--- src/rtl/core_pkg.sv ---
// Shared encodings between controlUnit and processor_datapath: bus sources,
// ALU operations and the bit positions of the write/increment enable vectors.
package core_pkg;

  typedef enum logic [3:0] {
    BUS_ZERO = 4'd0,
    BUS_PC   = 4'd1,
    BUS_DMEM = 4'd2,
    BUS_R    = 4'd3,
    BUS_IR   = 4'd4,
    BUS_RL   = 4'd5,
    BUS_RC   = 4'd6,
    BUS_RP   = 4'd7,
    BUS_RQ   = 4'd8,
    BUS_R1   = 4'd9,
    BUS_AC   = 4'd10,
    BUS_IMEM = 4'd11
  } bus_sel_e;

  typedef enum logic [2:0] {
    ALU_PASS = 3'd0,
    ALU_ADD  = 3'd1,
    ALU_SUB  = 3'd2,
    ALU_MUL  = 3'd3,
    ALU_INC  = 3'd4,
    ALU_CLR  = 3'd5
  } alu_op_e;

  localparam int WR_AC = 0;
  localparam int WR_R1 = 1;
  localparam int WR_RQ = 2;
  localparam int WR_RP = 3;
  localparam int WR_RC = 4;
  localparam int WR_RL = 5;
  localparam int WR_IR = 6;
  localparam int WR_PC = 7;
  localparam int WR_R  = 8;
  localparam int WR_AR = 9;

  localparam int INC_RQ = 0;
  localparam int INC_RP = 1;
  localparam int INC_RC = 2;
  localparam int INC_PC = 3;

endpackage

--- src/rtl/processor_datapath_alu.sv ---
// Combinational ALU: result is always truncated to REG_WIDTH bits.
module alu
  import core_pkg::*;
#(
  parameter int REG_WIDTH = 12
) (
  input  logic [2:0]           i_alu_op,
  input  logic [REG_WIDTH-1:0] i_ac,
  input  logic [REG_WIDTH-1:0] i_bus,
  output logic [REG_WIDTH-1:0] o_alu_out
);

  localparam logic [REG_WIDTH-1:0] ONE = REG_WIDTH'(1);

  logic [2*REG_WIDTH-1:0] w_prod;

  assign w_prod = {{REG_WIDTH{1'b0}}, i_ac} * {{REG_WIDTH{1'b0}}, i_bus};

  always_comb begin
    o_alu_out = i_bus;
    case (i_alu_op)
      ALU_ADD: o_alu_out = i_ac + i_bus;
      ALU_SUB: o_alu_out = i_ac - i_bus;
      ALU_MUL: o_alu_out = w_prod[REG_WIDTH-1:0];
      ALU_INC: o_alu_out = i_ac + ONE;
      ALU_CLR: o_alu_out = '0;
      default: o_alu_out = i_bus;
    endcase
  end

endmodule

--- src/rtl/processor_datapath.sv ---
// Register/ALU datapath of the core: ten architectural registers, shared bus,
// ALU and Z flag, driven by control words from controlUnit.
module processor_datapath
  import core_pkg::*;
#(
  parameter int REG_WIDTH = 12,
  parameter int INS_WIDTH = 8
) (
  input  logic                 clk,
  input  logic                 rstN,
  input  logic [2:0]           aluOp,
  input  logic [3:0]           incReg,
  input  logic [9:0]           wrEnReg,
  input  logic [3:0]           busSel,
  input  logic                 ZWrEn,
  input  logic [REG_WIDTH-1:0] iMemData,
  input  logic [REG_WIDTH-1:0] dMemData,
  output logic [REG_WIDTH-1:0] iAddr,
  output logic [REG_WIDTH-1:0] dAddr,
  output logic [REG_WIDTH-1:0] dMemOut,
  output logic [INS_WIDTH-1:0] ins,
  output logic                 Zout
);

  localparam logic [REG_WIDTH-1:0] ONE = REG_WIDTH'(1);

  logic [REG_WIDTH-1:0] r_ar, r_r, r_pc, r_ir, r_rl, r_rc, r_rp, r_rq, r_r1, r_ac;
  logic                 r_z;
  logic [REG_WIDTH-1:0] w_bus;
  logic [REG_WIDTH-1:0] w_alu_out;

  always_comb begin
    w_bus = '0;
    case (busSel)
      BUS_PC:   w_bus = r_pc;
      BUS_DMEM: w_bus = dMemData;
      BUS_R:    w_bus = r_r;
      BUS_IR:   w_bus = r_ir;
      BUS_RL:   w_bus = r_rl;
      BUS_RC:   w_bus = r_rc;
      BUS_RP:   w_bus = r_rp;
      BUS_RQ:   w_bus = r_rq;
      BUS_R1:   w_bus = r_r1;
      BUS_AC:   w_bus = r_ac;
      BUS_IMEM: w_bus = iMemData;
      default:  w_bus = '0;
    endcase
  end

  alu #(.REG_WIDTH(REG_WIDTH)) u_alu (
    .i_alu_op (aluOp),
    .i_ac     (r_ac),
    .i_bus    (w_bus),
    .o_alu_out(w_alu_out)
  );

  // Plain bus-loaded registers.
  always_ff @(posedge clk or negedge rstN) begin
    if (!rstN) begin
      r_ar <= '0;
      r_r  <= '0;
      r_ir <= '0;
      r_rl <= '0;
      r_r1 <= '0;
      r_ac <= '0;
      r_z  <= 1'b0;
    end else begin
      if (wrEnReg[WR_AR]) r_ar <= w_bus;
      if (wrEnReg[WR_R])  r_r  <= w_bus;
      if (wrEnReg[WR_IR]) r_ir <= w_bus;
      if (wrEnReg[WR_RL]) r_rl <= w_bus;
      if (wrEnReg[WR_R1]) r_r1 <= w_bus;
      if (wrEnReg[WR_AC]) r_ac <= w_alu_out;
      if (ZWrEn)          r_z  <= (w_alu_out == '0);
    end
  end

  // Counting registers: a write in the same cycle takes priority over +1.
  always_ff @(posedge clk or negedge rstN) begin
    if (!rstN) begin
      r_pc <= '0;
      r_rc <= '0;
      r_rp <= '0;
      r_rq <= '0;
    end else begin
      if (wrEnReg[WR_PC])     r_pc <= w_bus;
      else if (incReg[INC_PC]) r_pc <= r_pc + ONE;
      if (wrEnReg[WR_RC])     r_rc <= w_bus;
      else if (incReg[INC_RC]) r_rc <= r_rc + ONE;
      if (wrEnReg[WR_RP])     r_rp <= w_bus;
      else if (incReg[INC_RP]) r_rp <= r_rp + ONE;
      if (wrEnReg[WR_RQ])     r_rq <= w_bus;
      else if (incReg[INC_RQ]) r_rq <= r_rq + ONE;
    end
  end

  assign iAddr   = r_pc;
  assign dAddr   = r_ar;
  assign dMemOut = r_r;
  assign ins     = r_ir[INS_WIDTH-1:0];
  assign Zout    = r_z;

endmodule

--- config.mk ---
export PLATFORM = sky130hd
export DESIGN_NAME = processor_datapath
export DESIGN_NICKNAME = d
export VERILOG_FILES = /design/src/rtl/core_pkg.sv /design/src/rtl/processor_datapath_alu.sv /design/src/rtl/processor_datapath.sv
export SDC_FILE = /design/constraint.sdc
export NUM_CORES = 1
export LEC_CHECK = 0
export CAP_MARGIN = 20
export CORE_ASPECT_RATIO = 0.7
export CORE_MARGIN = 3
export CORE_UTILIZATION = 50
export CTS_CLUSTER_DIAMETER = 50
export DETAILED_ROUTE_END_ITERATION = 10
export DONT_BUFFER_PORTS = 1
export SLEW_MARGIN = 20
export SYNTH_ARGS = -nofsm -noshare
export SYNTH_HDL_FRONTEND = slang
export SYNTH_SLANG_ARGS = --single-unit
--- constraint.sdc ---
create_clock -name clk -period 7.2 [get_ports clk]
set_input_delay 1.44 -clock clk [delete_from_list [all_inputs] [get_ports clk]]
set_output_delay 1.44 -clock clk [all_outputs]
set_load 0.03 [all_outputs]
==> results by group <==
Run status
  • Status: completed

Place
  • Port buffer count: 0
  • DP Area: about 10000 µm²
  • RD Place Congestion: 0.978
  • Hpwl dp: around 23000 µm
  • Placed cell count: ~1300

Die
  • DIE WIDTH: between 150 and 200 µm
  • Rows: 42
  • Die height: 123 µm
  • Top Ports: 93
  • Die area: around 21000 µm²
  • Starting Density: 0.512
  • Core footprint: 19000 µm²

Critical path
  • Cell family with most CP delay: adder cells
  • Setup Crit Path Kind: in2reg
  • R2R cell count: 22
  • Most frequent CP cell: fa_1
  • Slowest stage delay, CP: 680 ps
  • Critical path endpoint: r_ac[11]
  • CP bufs+invs: 3
  • Reg2reg start: r_ac[5]
  • Crit path DAT: 7190 ps
  • Critical path peak fanout: 52
  • Startpoint class of the critical path: input port
  • Worst path slowest cell: nor4_4
  • WP depth: 23
  • Crit path cell chain: nor2b_1 -> a22oi_1 -> o22ai_1 -> nor4_4 -> nand2b_1 -> fa_1 -> inv_1 -> fa_1 -> ha_1 -> fa_1 -> inv_1 -> fa_1 -> inv_1 -> ha_4 -> a21oi_1 -> o21ai_1 -> a21o_1 -> a21oi_2 -> xnor3_1 -> xnor3_1 -> nor2b_1 -> o31a_1 -> mux2_2
  • R2r setup slk: slightly above 900 ps
  • Worst Path Required: 7510 ps
  • Crit path from: busSel[1]
  • R2R Path End: r_ac[11]
  • Worst setup EP type: flop

Global routing
  • GRT Residual Overflow: 0
  • Number of global-route vias before repair: between 7000 and 8000
  • Largest net degree at the start of global routing: around 120
  • Initial antenna violation count: 2
  • Global-route wire length before repair: between 40000 and 50000 µm
  • Tot GR Track Use: 0.306

Synthesis
  • Mapped Area: roughly 10000 µm²
  • Distinct cells, synth: between 70 and 80
  • EDFF count, synth: 0
  • Syn Area/Cell: 8.68 µm²
  • Flops & latches, synth: around 120
  • Async SR Flop Fraction: 1.00
  • Net Count, Synth: around 1300
  • Ys Warns: 0
  • Seq/Total Area, Yosys: 0.311
  • Top_reg_cell synth: dfrtp_1
  • Gate count after technology mapping: 1121

Pwr
  • PD cells: between 300 and 400 nW/µm²
  • Worst VDD drop: about 0.00022 V
  • Static Leak: about 0.0047 µW

Clocking
  • Clock sink count: 121
  • Clock H-tree levels: 4
  • Post-cts resize count: 0
  • Cts bufs inserted: 17
  • Post-CTS setup buffer count: 0
  • Clk buf depth: 2
  • Hold Buf Count CTS: 0
  • Clock Pin Slew Worst Setup and Hold Paths: around 60 ps
  • Worst-skew pair later-pin latency: 430 ps
  • Root cell of the clock tree: clkbuf_16
  • CTS tree: built

Timing
  • Final Setup Violations: 0
  • Final Cycle Share: 0.956
  • Rel. slew slack: 0.370
  • Post-route clock skew: around 13 ps
  • Slew Limit Fails: 0
  • Post-route minimum period: approximately 6900 ps
  • Unrepaired setup endpoints after global routing: false
  • Hold Fails Final Rpt: 0
  • Worst-Margin Slew: ~940 ps
  • Achievable Freq: 145 MHz
  • Fin Hold WS: 536 ps

Route
  • DRT Wirelength: roughly 32000 µm
  • First drt pass iteration count: 5
  • DR WL/cell: approximately 23 µm
  • Average vias per placed instance: about 6
  • DRT iter0 DRCs: 1070
  • Via count: about 8400
  • Routed Antenna Nets: 0
  • DRC viols: 0

Finish
  • Proportion of layout cells with a drive suffix above 1: 0.101
  • Area Growth Syn to Fin: 9.28%
  • Design area: ~11000 µm²
  • Fin cells: about 1400
  • Final Util: 0.559
  • Fin nets: ~1200

Hold path
  • HP Class: reg2reg

Flow run
  • Max_cap viols: 0
## registers in the layout, summed over array words and instances, names as in the netlist
| register | flops |
|---|---|
| Zout | 1 |
| r_rl | 12 |
| r_rp | 12 |
| r_ir | 12 |
| r_rc | 12 |
| dAddr | 12 |
| r_ac | 12 |
| r_rq | 12 |
| iAddr | 12 |
| dMemOut | 12 |
| r_r1 | 12 |
## synth_stat cells (4+ instances only)
cell | number | area share
nand2_1 | 71 | 0.027
xnor2_1 | 53 | 0.048
nor2_1 | 153 | 0.059
and3_1 | 10 | 0.0064
buf_6 | 6 | 0.0069
a22o_1 | 6 | 0.0054
dfrtp_1 | 121 | 0.31
a21o_1 | 12 | 0.0093
inv_1 | 66 | 0.025
buf_4 | 12 | 0.0093
clkbuf_1 | 49 | 0.019
a21oi_1 | 136 | 0.070
nand3_1 | 21 | 0.011
nand4_1 | 17 | 0.011
a21boi_0 | 4 | 0.0031
nor3b_1 | 6 | 0.0046
a22oi_1 | 22 | 0.017
mux2_2 | 19 | 0.022
ha_1 | 45 | 0.058
a211oi_1 | 4 | 0.0031
a31oi_1 | 9 | 0.0058
nor2b_1 | 19 | 0.012
xnor3_1 | 4 | 0.0093
and2_1 | 14 | 0.0090
xor2_1 | 19 | 0.017
o22ai_1 | 7 | 0.0045
mux2i_1 | 14 | 0.014
nand2b_1 | 24 | 0.015
o21a_1 | 4 | 0.0031
fa_1 | 40 | 0.082
o21ai_0 | 26 | 0.013
nor4_1 | 4 | 0.0026
a221oi_1 | 9 | 0.0081
nand3b_1 | 14 | 0.011
nor3_1 | 7 | 0.0036
buf_2 | 10 | 0.0051
## cell families after synthesis
group | after synthesis | share of synthesized area
buf+inv | 149 | 0.0681
fa+ha+maj | 85 | 0.140
mux | 35 | 0.0387
simple gates | 382 | 0.192
xor+xnor | 76 | 0.0740
flops | 121 | 0.311
compound gates | 273 | 0.176
## worst min path at each step
| stage | startpoint | endpoint | depth (start not counted) |
|---|---|---|---|
| floorplan | r_rl[5] | r_rl[5] | 2 |
| global placement | r_rl[5] | r_rl[5] | 2 |
| detailed placement | r_rl[5] | r_rl[5] | 2 |
| CTS | r_rl[5] | r_rl[5] | 2 |
| global route | r_ir[8] | r_ir[8] | 2 |
| finish | r_rl[5] | r_rl[5] | 2 |
## where the power goes
part	internal, µW	switching [µW]
sequential	802	306
clock	530	341
combinational	846	1050
## layer usage
metal  part of all wire  GRT usage  vias up
met5                  0          0        -
met4              0.013     0.0658        0
met3               0.12     0.0965       36
met2               0.39      0.404      457
met1               0.48      0.480     4026
li1                   -          -     3841
## cell type report
class	instances	area, µm²
Fill cell	1793	8380
Tap cell	264	330
Multi-Input combinational cell	851	6140
Clock inverter	12	139
Timing Repair Buffer	38	285
Sequential cell	121	3030
Inverter	68	255
Clock buffer	19	453
Antenna cell	2	5.00
## worst reg2reg max path: stages, from the launching register on
cell and delay (ps):
dfrtp_1 560, a22oi_1 280, o22ai_1 170, nor4_4 680, nand2b_1 230, fa_1 390
inv_1 90, fa_1 420, ha_1 310, fa_1 540, inv_1 50, fa_1 530
inv_1 60, ha_4 250, a21oi_1 150, o21ai_1 130, a21o_1 190, a21oi_2 130
xnor3_1 230, xnor3_1 200, nor2b_1 40, o31a_1 260, mux2_2 270
## per-stage QoR
stage,setup slack (ps),setup TNS (ps),total power [µW]
after floorplan,-22.3,-22.3,2460
after detailed placement,26.4,0,2970
after CTS,451,0,3850
final,314,0,3870
after global routing,106,0,4140
after global placement,48.3,0,2950
## layout by cell type, fill, tap and decap left out, types with 38 or more instances in the layout
master and instances:
ha_1 42, a21oi_1 135, nor2_1 153, fa_1 39
buf_4 38, inv_1 66, xnor2_1 52, nand2_1 71
dfrtp_1 121
No activity file was read; power rests on OpenSTA's default activity.
